===== src/rtl/slave_port_ctrl.sv =====
// slave_port_ctrl
// Per-slave transaction sequencer that sits after the round-robin request arbiter.
// It accepts one granted beat (perm0/perm1 with addr/cmd/wdata) and drives it on the
// slave req/ack handshake. Completion and read data go back to the master that owns
// the transfer. busy holds off the arbiter while a transfer is in flight. A watchdog
// aborts the transfer with an error flag if the slave never acks.
//
// Ports
//   clk, reset          clock (rising edge) and synchronous active-high reset
//   perm0, perm1        grant pulses from the arbiter (master 0 wins a tie)
//   addr_in, cmd_in,    beat from the arbiter, valid in the grant cycle
//   wdata_in            (cmd: 1 = write, 0 = read)
//   busy                transfer in flight, arbiter must not grant this slave
//   s_req               request to the slave, held until s_ack
//   s_addr, s_cmd,      latched beat, stable while s_req is high
//   s_wdata
//   s_ack, s_rdata      slave acknowledge and read data (sampled only while requesting)
//   ack0, ack1          one-cycle completion pulse to the owning master
//   err0, err1          one-cycle timeout flag, coincident with the ack pulse
//   rdata_to            read data to the masters, valid only while an ack is high
module slave_port_ctrl #(
  parameter int ADDR_W  = 32,
  parameter int DATA_W  = 32,
  parameter int TIMEOUT = 255,
  parameter int TO_W    = 8
) (
  input  logic              clk,
  input  logic              reset,
  input  logic              perm0,
  input  logic              perm1,
  input  logic [ADDR_W-1:0] addr_in,
  input  logic              cmd_in,
  input  logic [DATA_W-1:0] wdata_in,
  output logic              busy,
  output logic              s_req,
  output logic [ADDR_W-1:0] s_addr,
  output logic              s_cmd,
  output logic [DATA_W-1:0] s_wdata,
  input  logic              s_ack,
  input  logic [DATA_W-1:0] s_rdata,
  output logic              ack0,
  output logic              ack1,
  output logic              err0,
  output logic              err1,
  output logic [DATA_W-1:0] rdata_to
);

  typedef enum logic [1:0] {IDLE, REQ, RESP} state_t;

  // TIMEOUT == 0 disables the watchdog entirely.
  localparam bit             WD_EN   = (TIMEOUT != 0);
  localparam logic [TO_W-1:0] TO_LAST = TO_W'(TIMEOUT - 1);

  state_t            state, state_nxt;
  logic              owner;
  logic              err_q;
  logic [DATA_W-1:0] rdata_q;
  logic [TO_W-1:0]   wd_cnt;

  logic accept, ack_take, to_fire;

  // Counter holds at all-ones instead of wrapping back to zero.
  function automatic logic [TO_W-1:0] sat_inc(input logic [TO_W-1:0] c);
    if (&c) return c;
    return c + TO_W'(1);
  endfunction

  assign accept   = (state == IDLE) && (perm0 || perm1);
  assign ack_take = (state == REQ) && s_ack;
  // An ack in the same cycle as the last allowed REQ cycle takes priority.
  assign to_fire  = (state == REQ) && !s_ack && WD_EN && (wd_cnt == TO_LAST);

  always_ff @(posedge clk) begin
    if (reset) state <= IDLE;
    else       state <= state_nxt;
  end

  always_comb begin
    state_nxt = state;
    busy      = 1'b0;
    s_req     = 1'b0;
    ack0      = 1'b0;
    ack1      = 1'b0;
    err0      = 1'b0;
    err1      = 1'b0;
    rdata_to  = '0;
    case (state)
      IDLE: begin
        if (accept) state_nxt = REQ;
      end
      REQ: begin
        busy  = 1'b1;
        s_req = 1'b1;
        if (ack_take || to_fire) state_nxt = RESP;
      end
      RESP: begin
        busy      = 1'b1;
        ack0      = !owner;
        ack1      = owner;
        err0      = !owner && err_q;
        err1      = owner && err_q;
        rdata_to  = rdata_q;
        state_nxt = IDLE;
      end
      default: state_nxt = IDLE;
    endcase
  end

  always_ff @(posedge clk) begin
    if (reset) begin
      s_addr  <= '0;
      s_cmd   <= 1'b0;
      s_wdata <= '0;
      owner   <= 1'b0;
      err_q   <= 1'b0;
      rdata_q <= '0;
      wd_cnt  <= '0;
    end else begin
      if (accept) begin
        s_addr  <= addr_in;
        s_cmd   <= cmd_in;
        s_wdata <= wdata_in;
        owner   <= !perm0;
        wd_cnt  <= '0;
      end
      if (ack_take) begin
        // Writes return zero so stale bus data never reaches the master.
        rdata_q <= s_cmd ? '0 : s_rdata;
        err_q   <= 1'b0;
      end else if (to_fire) begin
        rdata_q <= '0;
        err_q   <= 1'b1;
      end else if (state == REQ) begin
        wd_cnt  <= sat_inc(wd_cnt);
      end
    end
  end

endmodule


===== config.mk =====
export PLATFORM = sky130hd
export DESIGN_NAME = slave_port_ctrl
export DESIGN_NICKNAME = d
export VERILOG_FILES = /design/src/rtl/slave_port_ctrl.sv
export SDC_FILE = /design/constraint.sdc
export NUM_CORES = 1
export LEC_CHECK = 0
export ABC_AREA = 1
export BUFFER_PORTS_ARGS = -buffer_cell sky130_fd_sc_hd__buf_2
export CAP_MARGIN = 20
export CORE_UTILIZATION = 46
export DETAILED_ROUTE_END_ITERATION = 16
export GPL_TIMING_DRIVEN = 0
export PLACE_DENSITY = 0.83
export SLEW_MARGIN = 20
export SYNTH_ARGS = -nofsm -noshare
export SYNTH_HDL_FRONTEND = slang
export SYNTH_SLANG_ARGS = --single-unit

===== constraint.sdc =====
create_clock -name clk -period 2.2 [get_ports clk]
set_clock_uncertainty 0.2 [all_clocks]
set_input_delay 0.22 -clock clk [delete_from_list [all_inputs] [get_ports clk]]
set_output_delay 0.22 -clock clk [all_outputs]
set_load 0.02 [all_outputs]

# Yosys cells after proc, flatten, opt, wreduce, memory -nomap -nowiden
# Cells that the tools add are included.
[op_classes]
eq_ne = 6
n_mux = 23
addsub = 1
reduce_logical = 17
[ops]
columns = ["op", "count"]
rows = [
  ["two-way mux 32 bit", 4],
  ["two-way mux 8 bit", 5],
  ["two-way mux 1 bit", 11],
  ["adder 8 x 1 -> 8 bit, second input constant", 1],
  ["equality test 8 bit, second input constant", 1],
  ["AND reduction 8 bit", 1],
  ["logical AND 1 bit", 6],
  ["!= test 5 bit, second input constant", 1],
  ["two-way mux 2 bit", 2],
  ["!= test 2 bit, second input constant", 2],
  ["case mux 2 bit (2 select lines)", 1],
  ["OR reduction 2 bit", 2],
  ["logical NOT 1 bit", 3],
  ["equality test 2 x 1 -> 1 bit, second input constant", 1],
  ["equality test 2 bit, second input constant", 1],
  ["logical NOT 2 bit", 1],
  ["logical OR 1 bit", 2],
  ["AND reduction 2 bit", 1],
  ["nonzero test 2 bit", 1],
]
[totals]
reg_bits = 109
word_cells = 55
out_inout_bits = 103
input_bits = 102

# Longest topological paths before layout
[logic_depth]
word_depth = 10
depth_mapped = 11
ltp_nobuf = 11

# Worst setup path after synthesis
# OpenSTA, ideal clock, no wires.
[synth_timing]
path_type = "flip-flop to flip-flop"
start = "reg state[1]"
end = "reg rdata_q[1]"
required_ps = 1868
slack_ps = 378
period_less_slack_ps = 1822
arrival_time_ps = 1490
n_path_buf = 1
stages_incl_launch_ff = 11
setup_ps = 132
cell_sequence = "dfxtp_1 inv_1 ha_1 nand2_1 inv_1 nand3_1 nand2_2 inv_4 buf_6 nand2_1 a21oi_1"
[synth_via]
elab_chain_cells = 4
elab_cells_between_ends = 6
cone_classes = "1 x eq/ne; 1 x mux; 4 x reduce/logical"
[synth_lines]
columns = ["element", "line_no", "source"]
rows = [
  ["start, declared", "54", "state_t state, state_nxt;"],
  ["start signal, assigned", "75", "else state <= state_nxt;"],
  ["equality test 2 x 1 -> 1 bit *", "69, 71", ""],
  ["logical AND 1 bit (2 in series)", "71", "assign to_fire = (state == REQ) && !s_ack && WD_EN && (wd_cnt == TO_LAST);"],
  ["nonzero test 2 bit (no line)", "n/a", ""],
  ["end signal, assigned", "128", "rdata_q <= s_cmd ? '0 : s_rdata;"],
  ["end, declared", "57", "logic [DATA_W-1:0] rdata_q;"],
]
# Mark *: on every way between the ends. The rest lies on a longest branch, timed or not.
# A chain may end at the register's enable or synchronous reset.

# Final worst setup path
[layout_timing]
start = "reg state[0]"
end = "out rdata_to[2]"
[layout_via]
elab_chain_cells = 2
[layout_lines]
columns = ["element", "line_no", "source"]
rows = [
  ["equality test 2 bit", "87", "case (state)"],
  ["two-way mux 32 bit", "87", ""],
  ["end, declared", "45", "output logic [DATA_W-1:0] rdata_to"],
]
# Every way passes these cells.

==> impl_metrics.py <==
metrics = {
    "outcome": {
        "status": "complete, no violations",
    },
    "timing": {
        "max_freq_mhz": 486,
        "relSlewSlack": 0.598,
        "setup_viol": 0,
        "tightest_slew_ps": 602,
        "final.period_utilization": 0.935,
        "hold_viol": 0,
        "slew_viol_final": 0,
        "final.min_clock_period_ps": 2060,
        "rsz0062_at_grt": "no",
        "fin_tns_setup_ps": 0,
        "setup_slack_ps": 144,
    },
    "critical_path": {
        "cp_max_fo": 10,
        "worst-endpoint-arrival_ps": 1640,
        "cpMaxStageDelayCell": "dfxtp_1",
        "crit_type": "flop to output port",
        "reg2reg_from": "state[0]",
        "reg2reg_slack_ps": 200,
        "ff2ff_path_depth": 9,
        "crit_chain": "inv_1, ha_2, clkbuf_2, nand2_1, inv_1, buf_2",
        "critPathMaxStageDelay_ps": 340,
        "end_kind": "output port",
        "cp.required_ps": 1780,
        "crit_end": "rdata_to[2]",
        "start_kind": "flop",
        "crit_start": "state[0]",
        "cpMostUsedCell": "inv_1",
        "r2r-end": "s_wdata[5]",
    },
    "drt": {
        "firstDrtPassIters": 5,
        "drtIter0Drc": 204,
        "vias_per_cell": 4.86,
        "wl_met2_um": 7270,
        "wl_met3_um": 1100,
        "drc": 0,
        "routed_wl_um": 14600,
        "wirelength_met1_um": 5780,
        "route.top_layer_used": "met4",
        "dr_total_vias": 5152,
        "drtAntennaViolNets": 0,
        "avgRoutedWirePerCell_um": 13.8,
    },
    "synth": {
        "ys_seq_area_frac": 0.496,
        "async_flop_share": 0,
        "ys.flop_type": "dfxtp_1",
        "synth_most_common_cell": "nor2_1",
        "synth_top_area_share": 0.496,
        "synth_nets": 723,
        "postSynthAreaPerCell_um2": 7.14,
        "synthTopCellsByCount": "nor2_1 (140), nand2_1 (122), dfxtp_1 (109), o21ai_0 (64), inv_1 (56)",
        "synth-edff-count": 0,
        "yosysWarningCount": 0,
        "netlist-cell-type-count": 24,
        "synth-seq-cells": 109,
        "yosys-top-cells-area": "dfxtp_1 (50%), nor2_1 (12%), nand2_1 (10%)",
        "netlist_instances": 616,
        "synth_top_area_cell": "dfxtp_1",
        "synth_area_um2": 4400,
    },
    "floorplan": {
        "ios": 205,
        "die_w_um": 99.8,
        "start_util": 0.476,
        "die_y_um": 99.8,
        "rows": 35,
        "dieArea_um2": 9960,
        "coreArea_um2": 9240,
    },
    "layout": {
        "layout-drive-gt1-share": 0.272,
        "syn_to_final_growth_pct": 53.3,
        "n_antenna_cell": 0,
        "nFillCells": 681,
        "final_nets": 1034,
    },
    "grt": {
        "grt_max_degree": 19,
        "track_usage": 0.296,
        "grt_overflow_total": 0,
        "grt_pass1_wl_um": 23500,
        "grt_pass1_vias": 5165,
        "grt_antenna_before_repair": 0,
    },
    "placed_design": {
        "finalWeightedCongestion": 0.795,
        "numPortBuffers": 203,
        "hpwlAfterDp_um": 8570,
        "dp_slack_ps": 179,
    },
    "cts": {
        "cts_max_path_buffers": 2,
        "htreeDepth": 3,
        "path_clk_slew_ps": 100,
        "clk_latency_ps": 360,
        "cts_made_buffers": 9,
        "cts_tree": "built",
        "cts_sinks": 109,
        "clock_tree.root_cell": "clkbuf_8",
    },
    "flow_run": {
        "cap_viol_max_count": 0,
    },
    "power": {
        "vdd_drop_max_mv": 0.437,
        "leakage_nw": 3.50,
        "p_per_area_nw_per_um2": 719,
    },
    "hold_path": {
        "hold_class": "input pin to flop",
    },
}
## placed cells by master, fill, tap and decap left out, types with 2 or more instances in the layout
master	Yosys	routed
nor2_2	2	2
nor2_1	140	140
nand3_1	16	16
nand2_2	7	7
nand4_1	2	2
inv_2	3	3
nor3_1	2	2
dlygate4sd3_1	0	98
nand2_1	122	122
o21ai_0	64	64
buf_2	10	213
clkinv_4	0	2
o21ai_1	5	5
ha_1	5	4
nand3_2	2	2
inv_1	56	56
clkbuf_2	0	3
clkbuf_1	21	17
a21oi_1	40	40
clkbuf_8	0	10
buf_6	3	3
o21bai_1	2	2
dfxtp_1	109	109
## through the flow
step | total power [mW] | utilization | instances | area, um^2 | hold WS, ps
6_report | 4.85 | 0.730 | 1060 | 6740 | 38.6
4_1_cts | 4.79 | 0.730 | 1060 | 6740 | 21.2
2_1_floorplan | 3.07 | - | 616 | 4400 | 110
5_1_grt | 5.08 | 0.730 | 1060 | 6740 | 65.0
3_5_place_dp | 3.51 | 0.604 | 948 | 5580 | 228
3_3_place_gp | 3.50 | 0.604 | 948 | 5580 | 225
## cells by family after synthesis
group / after synthesis / synth area share
compound gates: 112 / 0.131
fa+ha+maj: 5 / 0.0142
buf+inv: 95 / 0.0904
flops: 109 / 0.496
simple gates: 295 / 0.268
## layout make-up
cell class              instances  area (um^2)  area share
multi-input cells             412         1820       0.270
well taps                     129          161      0.0239
inverters                      60          228      0.0338
clock buffers                  10          138      0.0204
clock inverters                 5         45.0     0.00668
plain buffers                  34          170      0.0252
flip-flops and latches        109         2180       0.324
repair buffers                301         2000       0.296
## critical path: cells and delay by family (launching register included)
| kind | cells | cell delay (ps) |
|---|---|---|
| fa+ha+maj | 1 | 270 |
| buf+inv | 4 | 580 |
| flops | 1 | 340 |
| simple gates | 1 | 80 |
## power by group
part | switching [mW] | internal (mW)
Combinational | 0.857 | 0.505
Clock | 0.713 | 0.454
Sequential | 0.126 | 2.19
Total | 1.70 | 3.15
## registers in the layout (all words and copies together) (netlist names)
register  cells
s_cmd         1
s_wdata      32
rdata_q      32
wd_cnt        8
s_addr       32
owner         1
err_q         1
state         2
## worst min path at each step
stage / start / endpoint / slack, ps / depth (start not counted)
floorplan: perm0 / owner / 110 / 1
global placement: perm0 / owner / 230 / 2
detailed placement: perm0 / owner / 230 / 2
CTS: s_ack / err_q / 20 / 4
global route: s_ack / err_q / 70 / 4
finish: s_ack / err_q / 40 / 4
## per-layer routing
metal	vias up	GRT usage
li1	2538	-
met1	2333	0.335
met2	235	0.532
met3	46	0.0675
met4	0	0.128
met5	-	0
## timing repair
action | 4_1_cts | 5_1_grt
hold buffers | 98 | 0
setup endpoints to repair | 30 | 24
gates resized for setup | 3 | 1
setup buffers | 0 | 0
hold endpoints to repair | 98 | 0
No activity file was read; power rests on OpenSTA's default activity.
